===== config.mk =====
export PLATFORM = sky130hd
export DESIGN_NAME = uart_rx
export DESIGN_NICKNAME = d
export VERILOG_FILES = /design/src/rtl/uart_rx.sv
export SDC_FILE = /design/constraint.sdc
export NUM_CORES = 1
export LEC_CHECK = 0
export ABC_AREA = 0
export BUFFER_PORTS_ARGS = -buffer_cell sky130_fd_sc_hd__buf_2
export CELL_PAD_IN_SITES_DETAIL_PLACEMENT = 1
export CELL_PAD_IN_SITES_GLOBAL_PLACEMENT = 2
export CORE_AREA = 2 2 67 69
export DETAILED_ROUTE_END_ITERATION = 8
export DIE_AREA = 0 0 69 71
export PLACE_DENSITY = 0.7
export SETUP_SLACK_MARGIN = 0.5
export SLEW_MARGIN = 10
export SYNTH_ARGS = -nofsm -noshare
export SYNTH_HDL_FRONTEND = slang
export SYNTH_SLANG_ARGS = --single-unit

===== constraint.sdc =====
create_clock -name i_clock -period 2.24 [get_ports i_clock]
set_clock_uncertainty 0.2 [all_clocks]
set_input_delay 0.224 -clock i_clock [delete_from_list [all_inputs] [get_ports i_clock]]
set_output_delay 0.224 -clock i_clock [all_outputs]
set_load 0.005 [all_outputs]

===== src/rtl/uart_rx.sv =====
// uart_rx: 16x-oversampled serial receiver for 8N1-style frames.
// The asynchronous line is synchronised and edge-detected. A start edge is
// confirmed at mid start bit, then each data bit is sampled mid-bit (LSB
// first) and the stop bit is checked. A good frame updates o_data_out with a
// one-clock o_rx_done strobe. A low stop bit gives a one-clock o_frame_error
// strobe instead.
module uart_rx #(
   parameter int WIDTH_WORD    = 8,
   parameter int CANT_BIT_STOP = 1,
   parameter int TICKS_PER_BIT = 16
) (
   input  logic                  i_clock,
   input  logic                  i_reset,
   input  logic                  i_rate,
   input  logic                  i_bit_rx,
   output logic [WIDTH_WORD-1:0] o_data_out,
   output logic                  o_rx_done,
   output logic                  o_frame_error
);

   // Counter widths. Each width is at least one bit, so degenerate
   // parameter values still elaborate.
   localparam int TICK_SPAN = TICKS_PER_BIT * CANT_BIT_STOP;
   localparam int TICK_W    = (TICK_SPAN > 2)  ? $clog2(TICK_SPAN)  : 1;
   localparam int BIT_W     = (WIDTH_WORD > 2) ? $clog2(WIDTH_WORD) : 1;

   // Tick-count compare points: mid start bit, end of one bit, end of the
   // stop field.
   localparam logic [TICK_W-1:0] TICK_HALF      = TICK_W'(TICKS_PER_BIT / 2 - 1);
   localparam logic [TICK_W-1:0] TICK_BIT_LAST  = TICK_W'(TICKS_PER_BIT - 1);
   localparam logic [TICK_W-1:0] TICK_STOP_LAST = TICK_W'(TICK_SPAN - 1);
   localparam logic [BIT_W-1:0]  BIT_LAST       = BIT_W'(WIDTH_WORD - 1);

   typedef enum logic [1:0] {
      ST_IDLE  = 2'd0,
      ST_START = 2'd1,
      ST_DATA  = 2'd2,
      ST_STOP  = 2'd3
   } state_t;

   // Synchroniser and edge-detect flops.
   logic                  sync1_q, sync1_d;
   logic                  sync2_q, sync2_d;
   logic                  prev_q,  prev_d;

   // FSM and datapath flops.
   state_t                state_q, state_d;
   logic [TICK_W-1:0]     tick_cnt_q, tick_cnt_d;
   logic [BIT_W-1:0]      bit_cnt_q, bit_cnt_d;
   logic [WIDTH_WORD-1:0] shift_q, shift_d;

   // Registered outputs.
   logic [WIDTH_WORD-1:0] data_out_q, data_out_d;
   logic                  rx_done_q, rx_done_d;
   logic                  frame_err_q, frame_err_d;

   // Decoded conditions.
   logic                  rx_s;
   logic                  fall_s;
   logic                  stop_tick_s;

   assign rx_s        = sync2_q;
   assign fall_s      = prev_q & ~rx_s;
   assign stop_tick_s = (state_q == ST_STOP) && i_rate && (tick_cnt_q == TICK_STOP_LAST);

   // State register: every flop in the block, with synchronous reset.
   // The synchroniser resets to the idle (high) line level.
   always_ff @(posedge i_clock) begin
      if (i_reset) begin
         sync1_q     <= 1'b1;
         sync2_q     <= 1'b1;
         prev_q      <= 1'b1;
         state_q     <= ST_IDLE;
         tick_cnt_q  <= {TICK_W{1'b0}};
         bit_cnt_q   <= {BIT_W{1'b0}};
         shift_q     <= {WIDTH_WORD{1'b0}};
         data_out_q  <= {WIDTH_WORD{1'b0}};
         rx_done_q   <= 1'b0;
         frame_err_q <= 1'b0;
      end else begin
         sync1_q     <= sync1_d;
         sync2_q     <= sync2_d;
         prev_q      <= prev_d;
         state_q     <= state_d;
         tick_cnt_q  <= tick_cnt_d;
         bit_cnt_q   <= bit_cnt_d;
         shift_q     <= shift_d;
         data_out_q  <= data_out_d;
         rx_done_q   <= rx_done_d;
         frame_err_q <= frame_err_d;
      end
   end

   // Next state: synchroniser chain, FSM transitions, counters and shifter.
   always_comb begin
      sync1_d    = i_bit_rx;
      sync2_d    = sync1_q;
      prev_d     = sync2_q;
      state_d    = state_q;
      tick_cnt_d = tick_cnt_q;
      bit_cnt_d  = bit_cnt_q;
      shift_d    = shift_q;

      case (state_q)
         ST_IDLE: begin
            // Only a real 1->0 transition arms the receiver. A line held low
            // (break) never re-arms it. A tick in this cycle is not counted.
            tick_cnt_d = {TICK_W{1'b0}};
            bit_cnt_d  = {BIT_W{1'b0}};
            if (fall_s) begin
               state_d = ST_START;
            end else begin
               state_d = ST_IDLE;
            end
         end

         ST_START: begin
            if (i_rate) begin
               if (tick_cnt_q == TICK_HALF) begin
                  tick_cnt_d = {TICK_W{1'b0}};
                  bit_cnt_d  = {BIT_W{1'b0}};
                  if (!rx_s) begin
                     state_d = ST_DATA;
                  end else begin
                     // The line is high again at mid start bit: treat it as a glitch.
                     state_d = ST_IDLE;
                  end
               end else begin
                  tick_cnt_d = tick_cnt_q + TICK_W'(1);
               end
            end else begin
               tick_cnt_d = tick_cnt_q;
            end
         end

         ST_DATA: begin
            if (i_rate) begin
               if (tick_cnt_q == TICK_BIT_LAST) begin
                  // Mid-bit sample. LSB arrives first, so shift right.
                  tick_cnt_d = {TICK_W{1'b0}};
                  shift_d    = {rx_s, shift_q[WIDTH_WORD-1:1]};
                  if (bit_cnt_q == BIT_LAST) begin
                     state_d = ST_STOP;
                  end else begin
                     bit_cnt_d = bit_cnt_q + BIT_W'(1);
                  end
               end else begin
                  tick_cnt_d = tick_cnt_q + TICK_W'(1);
               end
            end else begin
               tick_cnt_d = tick_cnt_q;
            end
         end

         ST_STOP: begin
            if (i_rate) begin
               if (tick_cnt_q == TICK_STOP_LAST) begin
                  state_d    = ST_IDLE;
                  tick_cnt_d = {TICK_W{1'b0}};
               end else begin
                  tick_cnt_d = tick_cnt_q + TICK_W'(1);
               end
            end else begin
               tick_cnt_d = tick_cnt_q;
            end
         end

         default: begin
            state_d    = ST_IDLE;
            tick_cnt_d = {TICK_W{1'b0}};
            bit_cnt_d  = {BIT_W{1'b0}};
         end
      endcase
   end

   // Output logic: on the stop sample, publish the word or flag a framing
   // error. The two strobes are mutually exclusive by construction.
   always_comb begin
      data_out_d  = data_out_q;
      rx_done_d   = 1'b0;
      frame_err_d = 1'b0;
      if (stop_tick_s) begin
         if (rx_s) begin
            data_out_d = shift_q;
            rx_done_d  = 1'b1;
         end else begin
            frame_err_d = 1'b1;
         end
      end else begin
         data_out_d = data_out_q;
      end
   end

   assign o_data_out    = data_out_q;
   assign o_rx_done     = rx_done_q;
   assign o_frame_error = frame_err_q;

endmodule


==> reports/summary.txt, run 1 <==
Status: completed
Hold Path Class: in2reg
Crit-path leading delay family: simple AND/OR/NAND/NOR gates
Root buffer cell: clkbuf_8
Row cnt: 24
Largest net degree at the start of global routing: 26
Detailed Place HPWL: 1710 um
Setup CP Type: reg2reg
CTS H-Tree Depth: 2
Dpl cells: 181
Mapped Area: 0.00122 mm^2
Total wire length: 2570 um
Vias in the first global route: 935
Total GRT Usage: 0.120
Yosys synthesis warning count: 0
TritonCTS clock tree: yes
VDD IR max: 0.248 mV
Slew headroom: 0.714
Lkg Pwr: 0.619 nW
CP arrival: 1600 ps
DRT Pass-1 Iters: 5
Crit-path slowest cell: or3_4
Syn nets: 128
Clk pin slew, worst setup/hold paths: 60 ps
Die Height: 71 um
Multi-input gate area: 602 um^2
Period utilization: 0.734
Maxcap violations: 0
Mean Syn Cell Area: 10.1 um^2
Die width: 69 um
Netlist cell types: 32
# diodes: 0
Predominant post-synthesis flop cell: dfxtp_1
Clock Path Buffers: 2
Layout fillers: 491
Fin worst setup slack: 596 ps
Ports: 14
Sequential-to-total area share from yosys stat: 0.493
Via density: 4.77
GRT overflow: 0
Worst R2R Setup Slack: 600 ps
CTS Buf Count: 5
Register area: 607 um^2
Top cells by area, synth: dfxtp_1 49%, mux2i_1 14%, nor2_1 6.2%
Final core utilization: 0.358
Cells along the critical path: ha_4, nand2_2, or3_4, mux2i_1, nor2_1
Final min period: 1640 ps
Area growth, synth to finish: 23.6%
Top cell type by total area after synthesis: dfxtp_1
Port Buffers: 13
CP Launch Type: flop
Dpl ws: 223 ps
CP Capture Type: flop
Worst path buffer plus inverter count: 0
First-pass GRT wire length: 4600 um
P per Cell Area: 726 mW/mm^2
Initial Util: 0.290
Final ANT Viol Nets: 0
Gpl congestion: 0.786
Nets: 146
Max Fclk: 608 MHz
Initial detailed-routing violation count: 20
Share of cells above drive strength 1: 0.286
Largest stage delay, worst path: 460 ps
Synth top area share: 0.493
Final count of hold timing violations: 0
Total Die Area: 0.00490 mm^2
Req. time, crit path: 2190 ps
Post-synthesis sequential element count: 30
EDFF count, synth: 0
Final std cells w/o fill: 192
Core Footprint: 0.00420 mm^2
Syn Inst Count: 121
CTS Sinks: 30
DRC Markers: 0
RSZ-0062 raised after global routing: yes
Antenna violations before repair: 0
Hold slack: 105 ps
WL/cell: 13.4 um
Later-pin clock latency in the skew report: 280 ps
Worst Path Max Fanout: 5
Setup TNS: 0 ps
Routed vias: 916
Measured slew at the worst slew-check pin: 427 ps
Async set-or-reset flop fraction in the synthesized netlist: 0
Pins Over Slew Limit: 0
Final setup viols: 0
final timing paths:
| check | from | endpoint | cells after the start |
|---|---|---|---|
| hold reg to reg | sync1_q | prev_d | 1 |
| setup / recovery | tick_cnt_q[0] | o_data_out[6] | 5 |
| hold / removal | i_rate | state_q[0] | 2 |
| setup reg to reg | tick_cnt_q[0] | o_data_out[6] | 5 |
stage by stage:
step / area (um^2) / power, mW
6_report: 1510 / 1.09
5_1_grt: 1510 / 1.15
4_1_cts: 1490 / 1.11
3_5_place_dp: 1320 / 0.575
3_3_place_gp: 1320 / 0.575
2_1_floorplan: 1220 / 0.570
layer usage:
layer	track usage	vias up	wire (um)
met5	0	-	0
met4	0.0588	0	60
met3	0.0513	7	114
met1	0.143	443	1170
li1	-	452	-
met2	0.186	14	1220
power by group:
group,total (mW),leakage [nW],switching [mW],internal [mW]
clock network,0.527,0.0524,0.195,0.332
logic,0.0240,0.322,0.0151,0.00888
registers,0.542,0.245,0.00435,0.537
total,1.09,0.619,0.215,0.878
flip-flops by register name (all words and copies together) (netlist names), named ones only:
name / count
prev_q: 1
prev_d: 1
o_data_out: 8
state_q: 1
tick_cnt_q: 4
bit_cnt_q: 3
sync1_q: 1
shift_q: 8
o_frame_error: 1
o_rx_done: 1
final cells by class:
cell class / instances / area share
Timing Repair Buffer: 17 / 0.0732
Inverter: 4 / 0.00998
Sequential cell: 30 / 0.403
Clock inverter: 1 / 0.0200
Multi-Input combinational cell: 81 / 0.400
Tap cell: 52 / 0.0432
Clock buffer: 7 / 0.0507
cell usage in the layout (no fill, tap or decap), types with 2 or more instances in the layout:
cell type | synthesis | final
dfxtp_1 | 30 | 25
ha_1 | 3 | 2
mux2i_1 | 17 | 17
or3_4 | 0 | 2
clkbuf_1 | 2 | 2
buf_4 | 1 | 2
or2_2 | 3 | 3
xnor2_1 | 2 | 2
nor3_1 | 6 | 5
buf_2 | 3 | 13
clkbuf_8 | 0 | 5
nand4_1 | 2 | 2
a22o_1 | 2 | 2
nand3_1 | 3 | 3
dfxtp_2 | 0 | 5
a21oi_1 | 2 | 2
o21ai_0 | 2 | 2
nor2_1 | 20 | 20
nand2_1 | 3 | 2
inv_1 | 4 | 4
repair_timing:
action	CTS	global route
resized for setup	5	7
pin swaps	1	1
endpoints found under the hold margin	1	0
setup endpoints to repair	20	12
hold buffers	1	0
buffers inserted	1	0
cloned	1	0
cells by family after synthesis:
family	synth area share
AND/OR/NAND/NOR	0.196
flip-flops	0.493
multiplexers	0.149
AO/OA/AOI/OAI	0.0627
buffers and inverters	0.0462
XOR/XNOR	0.0216
adder cells (fa/ha/maj)	0.0308
cell usage after synthesis (2+ instances only):
cell and count:
nand4_1 2, a22o_1 2, or2_2 3, nor3_1 6, o21ai_0 2, inv_1 4, mux2i_1 17, nor2_1 20
nor3b_1 2, dfxtp_1 30, nand3_1 3, buf_2 3, xnor2_1 2, nand2_1 3, ha_1 3, clkbuf_1 2
a21oi_1 2
No activity file was read; power rests on OpenSTA's default activity.
==> inputs of run 2 (changes only) <==
clock period = 1.7 ns   (was 2.24 ns; I/O delays follow)
==> run 2 against run 1 <==
Compared with the run above:
- combinational power up 91%
- hold slack lost 59 ps
- worst setup slack got worse by 550 ps
- sequential cell count is the same
- sequential power is 31% higher
- power rose by 21%
- register-to-register slack lost 550 ps
- die area unchanged
- routed wire length grew 16%
- final cell count grew 7.3%
- non-clock buffer count grew 15
- critical path depth is 4 higher
- critical path type unchanged
- largest power group unchanged
==> reports/summary.txt, run 2 (synthesis gave the netlist of run 1 again) <==
Status: completed
DRT Pass-1 Iters: 2 (-3)
Crit path from: tick_cnt_q[1]
Final min period: 1660 ps (+12.5 ps)
Routed vias: 960 (+4.8%)
Die width: 69 um (unchanged)
Hold slack: 45.6 ps (-59.0 ps)
TritonCTS clock tree: yes
Vias in the first global route: 1105 (+18%)
Row cnt: 24 (unchanged)
Pins Over Slew Limit: 0 (unchanged)
GRT overflow: 0 (unchanged)
Req. time, crit path: 1670 ps (-520 ps)
CP arrival: 1630 ps (+30 ps)
Final Cell Area: 0.00174 mm^2 (+16%)
Final ANT Viol Nets: 0 (unchanged)
Final std cells w/o fill: 206 (+7.3%)
Setup TNS: 0 ps (unchanged)
Hold Path Class: in2reg
CP Capture Type: flop
Measured slew at the worst slew-check pin: 312 ps (-116 ps)
Dpl ws: -31.5 ps (-255 ps)
Root buffer cell: clkbuf_8
Total GRT Usage: 0.143 (+0.0230)
First-pass GRT wire length: 5430 um (+18%)
Worst Path Max Fanout: 3 (-2)
Initial Util: 0.290 (unchanged)
Most frequent cells in the layout: 24 x dfxtp_1, 20 x nor2_1, 17 x mux2i_1
Initial detailed-routing violation count: 35 (+75%)
DP Area: 0.00141 mm^2 (+6.9%)
Share of cells above drive strength 1: 0.442 (+0.156)
Total wire length: 2960 um (+16%)
RSZ-0062 raised after global routing: yes
Core Footprint: 0.00420 mm^2 (unchanged)
Lkg Pwr: 0.717 nW (+16%)
WHS Path Cells: 2 (unchanged)
Nets: 160 (+9.6%)
Layout fillers: 483 (-1.6%)
Worst R2R Setup Slack: 40 ps (-550 ps)
Dpl cells: 187 (+3.3%)
Worst hold start: i_reset
Detailed Place HPWL: 1900 um (+11%)
Fin worst setup slack: 43.1 ps (-553 ps)
Maxcap violations: 0 (unchanged)
Antenna violations before repair: 0 (unchanged)
Total Die Area: 0.00490 mm^2 (unchanged)
Total Power: 1.32 mW (+21%)
Worst R2R End: tick_cnt_q[2]
CTS Sinks: 30 (unchanged)
Gpl congestion: 0.743 (-5.4%)
Clk pin slew, worst setup/hold paths: 70 ps (about the same)
Later-pin clock latency in the skew report: 280 ps (about the same)
Ports: 14 (unchanged)
WL/cell: 14.4 um (+7.7%)
Port Buffers: 13 (unchanged)
Final setup viols: 0 (unchanged)
Final count of hold timing violations: 0 (unchanged)
DRC Markers: 0 (unchanged)
VDD IR max: 0.505 mV (+100%)
Via density: 4.66 (-2.3%)
Slew headroom: 0.792 (+0.0780)
CP Launch Type: flop
R2r worst-path depth: 9 (+4)
Final core utilization: 0.414 (+0.0562)
Worst Hold End: shift_q[2]
Die Height: 71 um (unchanged)
Period utilization: 0.975 (+0.241)
CTS H-Tree Depth: 2 (unchanged)
Clock Path Buffers: 2 (unchanged)
Max Fclk: 604 MHz (-0.76%)
Commonest non-fill, non-tap cell in the layout: dfxtp_1
# diodes: 0 (unchanged)
Area growth, synth to finish: 43.1%
Multi-input gate area: 701 um^2 (+16%)
Register area: 611 um^2 (+0.62%)
CTS Buf Count: 5 (unchanged)
Largest net degree at the start of global routing: 17 (-35%)
Reg2reg start: tick_cnt_q[1]
Setup CP Type: reg2reg
P per Cell Area: 761 mW/mm^2 (+4.8%)
-- run 2: worst max-delay path by stage --
stage,end,slack (ps),cells past startpoint
finish,tick_cnt_q[2],40,9
global route,o_data_out[3],-20,6
CTS,o_data_out[1],40,6
detailed placement,bit_cnt_q[0],-30,5
global placement,o_data_out[4],60,6
floorplan,o_data_out[3],110,6
-- run 2: per-layer routing --
layer  track usage  vias up  routed length, um
met4        0.0784        0                 74
met5             0        -                  0
met3        0.0385        5                 70
li1              -      479                  -
met1         0.161      465               1240
met2         0.246       11               1580
-- run 2: area by class of cell --
type | count | share of cell area
clock buffer | 5 | 0.0395
clock inverter | 3 | 0.0122
inverter | 4 | 0.00862
multi-input combinational | 80 | 0.402
sequential | 30 | 0.351
tap | 52 | 0.0374
timing repair buffer | 32 | 0.149
-- run 2: where the power goes --
group | leakage, nW | switching, mW | internal (mW)
sequential | 0.246 | 0.00200 | 0.706
clock | 0.0441 | 0.285 | 0.287
combinational | 0.427 | 0.0285 | 0.0173
-- run 2: what timing repair did --
action / in CTS / in global routing
hold buffers: 1 / 0
gates cloned: 1 / 0
setup endpoints to repair: 27 / 26
buffers inserted: 8 / 1
pin swaps: 7 / 7
endpoints found under the hold margin: 1 / 0
resized for setup: 21 / 13
-- run 2: worst max-delay path, cell delays in order, from the launching register on --
cell and delay [ps]:
dfxtp_2 360, ha_4 180, nand2_4 50, buf_4 130, buf_6 110, buf_6 100, buf_6 100, buf_6 110
xor2_1 140, nor2_1 50
==> inputs of run 3 (changes only) <==
--- a/constraint.sdc
+++ b/constraint.sdc
@@ -3,3 +3,3 @@
 set_input_delay 0.17 -clock i_clock [delete_from_list [all_inputs] [get_ports i_clock]]
 set_output_delay 0.17 -clock i_clock [all_outputs]
-set_load 0.005 [all_outputs]
+set_load 0.05 [all_outputs]
==> run 3 against run 2 <==
Compared with the run above:
- clock-buffer cell count grew 2
- routed wire length increased by 7.3%
- clock power increased by 4.2%
- combinational power rose by 9.0%
- global-route usage shrank 1.1 points
- cell area grew 7.2%
- register-to-register slack barely moved
- largest cell class unchanged
==> reports/summary.txt, run 3 (synthesis gave the netlist of run 1 again) <==
WL/cell: 15.2 um (+5.8%)
Lkg Pwr: 0.738 nW (+2.8%)
CP Launch Type: flop
Share of cells above drive strength 1: 0.503 (+0.0616)
Status: completed
Switching share of power: 0.223 (-0.0153)
DRC Markers: 0 (unchanged)
Dpl cells: 188 (+0.53%)
Met2 Use GR: 0.237 (-0.00855)
Sequential power share: 0.523 (-0.011)
Die width: 69 um (unchanged)
Initial Util: 0.290 (unchanged)
Register area: 617 um^2 (+1.0%)
Die Height: 71 um (unchanged)
Later-pin clock latency in the skew report: 280 ps (about the same)
Measured slew at the worst slew-check pin: 298 ps (-13.9 ps)
Combinational Power Share: 0.037 (+0.002)
Area growth, synth to finish: 53.3%
RSZ-0062 raised after global routing: yes
Max Fclk: 603 MHz (-0.15%)
Final count of hold timing violations: 0 (unchanged)
Final min period: 1660 ps (+2.45 ps)
Met1 GRT Util: 0.137 (-0.0237)
Layout fillers: 471 (-2.5%)
Total wire length: 3180 um (+7.3%)
Row cnt: 24 (unchanged)
CP Capture Type: flop
Crit-path leading delay family: simple AND/OR/NAND/NOR gates
Req. time, crit path: 1670 ps (about the same)
Gr busiest metal: met2
Crit-path slowest cell: or3_4
Vias in the first global route: 1044 (-5.5%)
Multi-input gate area: 742 um^2 (+5.9%)
Final setup viols: 0 (unchanged)
CTS Sinks: 30 (unchanged)
Cells along the critical path: ha_4, nand2_2, or3_4, buf_6, mux2i_1, nor2_1
Gpl congestion: 0.807 (+8.7%)
Pins Over Slew Limit: 0 (unchanged)
Worst Path Max Fanout: 5 (+2)
First-pass GRT wire length: 4990 um (-8.1%)
Setup CP Type: reg2reg
Worst path buffer plus inverter count: 1 (-4)
P per Cell Area: 725 mW/mm^2 (-4.8%)
VDD IR max: 0.407 mV (-19%)
Core Footprint: 0.00420 mm^2 (unchanged)
TritonCTS clock tree: yes
Met3 Resource Use GR: 0.0442 (+0.00570)
Largest stage delay, worst path: 380 ps (+20 ps)
Antenna violations before repair: 0 (unchanged)
Detailed Place HPWL: 1950 um (+2.7%)
Worst R2R Setup Slack: 40 ps (about the same)
Ports: 14 (unchanged)
Total GRT Usage: 0.132 (-0.0111)
Clock power share: 0.440 (+0.009)
Slew headroom: 0.801 (+0.00915)
Routed vias: 978 (+1.9%)
# diodes: 0 (unchanged)
DRT Pass-1 Iters: 4 (+2)
GRT overflow: 0 (unchanged)
Port Buffers: 13 (unchanged)
Clock Path Buffers: 2 (unchanged)
Maxcap violations: 0 (unchanged)
Final ANT Viol Nets: 0 (unchanged)
Via density: 4.68 (+0.41%)
Most frequent cells in the layout: 20 x nor2_1, 19 x dfxtp_1, 17 x mux2i_1
CTS H-Tree Depth: 2 (unchanged)
P_sw: 301 uW (-4.5%)
CTS Buf Count: 5 (unchanged)
Dpl ws: -48.7 ps (-17.2 ps)
Final std cells w/o fill: 209 (+1.5%)
Internal Power: 1.05 mW (+4.1%)
Period utilization: 0.976 (+0.00144)
CP arrival: 1630 ps (about the same)
Hold Path Class: in2reg
Root buffer cell: clkbuf_8
Clk pin slew, worst setup/hold paths: 70 ps (about the same)
Initial detailed-routing violation count: 21 (-40%)
Largest net degree at the start of global routing: 20 (+3)
Total Die Area: 0.00490 mm^2 (unchanged)
Fin worst setup slack: 40.6 ps (-2.45 ps)
Nets: 163 (+1.9%)
Commonest non-fill, non-tap cell in the layout: nor2_1
## run 3: cell types whose count changed in the layout (fill, tap and decap cells not counted), moves of 2 or more
cell,previous run,this run
a21oi_1,2,0
a21oi_2,0,2
buf_2,13,3
buf_4,8,12
buf_6,8,15
dfxtp_1,24,19
dfxtp_2,5,10
o21ai_1,2,0
o21ai_2,0,2
## run 3: path summary, 6_finish.rpt
path | start | endpoint | cells after the start
max reg2reg | tick_cnt_q[0] | o_data_out[7] | 6
min | i_reset | prev_q | 2
min reg2reg | sync1_q | prev_d | 1
max | tick_cnt_q[0] | o_data_out[7] | 6
## run 3: timing repair
action                                  CTS  global route
pin swaps                                15            12
gates cloned                              1             0
hold buffers                              1             1
endpoints found under the setup margin   37            33
gates resized for setup                  32            31
hold endpoints to repair                  3             2
setup buffers                             6             4
## run 3: stage by stage
stage               power [mW]  setup TNS, ps  cell area [um^2]   util  hold slack, ps
global route              1.42          -46.3              1870  0.444            15.7
CTS                       1.37              0              1700  0.403           -46.5
detailed placement       0.764           -129              1420  0.338             161
floorplan                0.752              0              1270      -            73.8
finish                    1.35              0              1870  0.444            3.38
global placement         0.763              0              1420  0.338             162
## run 3: layer usage
metal / part of all wire / vias up
li1: - / 482
met1: 0.39 / 471
met2: 0.56 / 18
met3: 0.032 / 7
met4: 0.024 / 0
met5: 0 / -
## run 3: power by group through the flow
stage	clock network (mW)	registers, mW	logic (mW)
6_report	0.595	0.708	0.0499
5_1_grt	0.658	0.708	0.0539
4_1_cts	0.623	0.708	0.0437
3_5_place_dp	0	0.725	0.0387
3_3_place_gp	0	0.725	0.0378
2_1_floorplan	0	0.725	0.0265
## run 3: area by class of cell
cell class | count | share of cell area
Timing Repair Buffer | 35 | 0.180
Tap cell | 52 | 0.0349
Clock inverter | 1 | 0.00268
Sequential cell | 30 | 0.330
Clock buffer | 7 | 0.0462
Inverter | 4 | 0.00804
Multi-Input combinational cell | 80 | 0.397
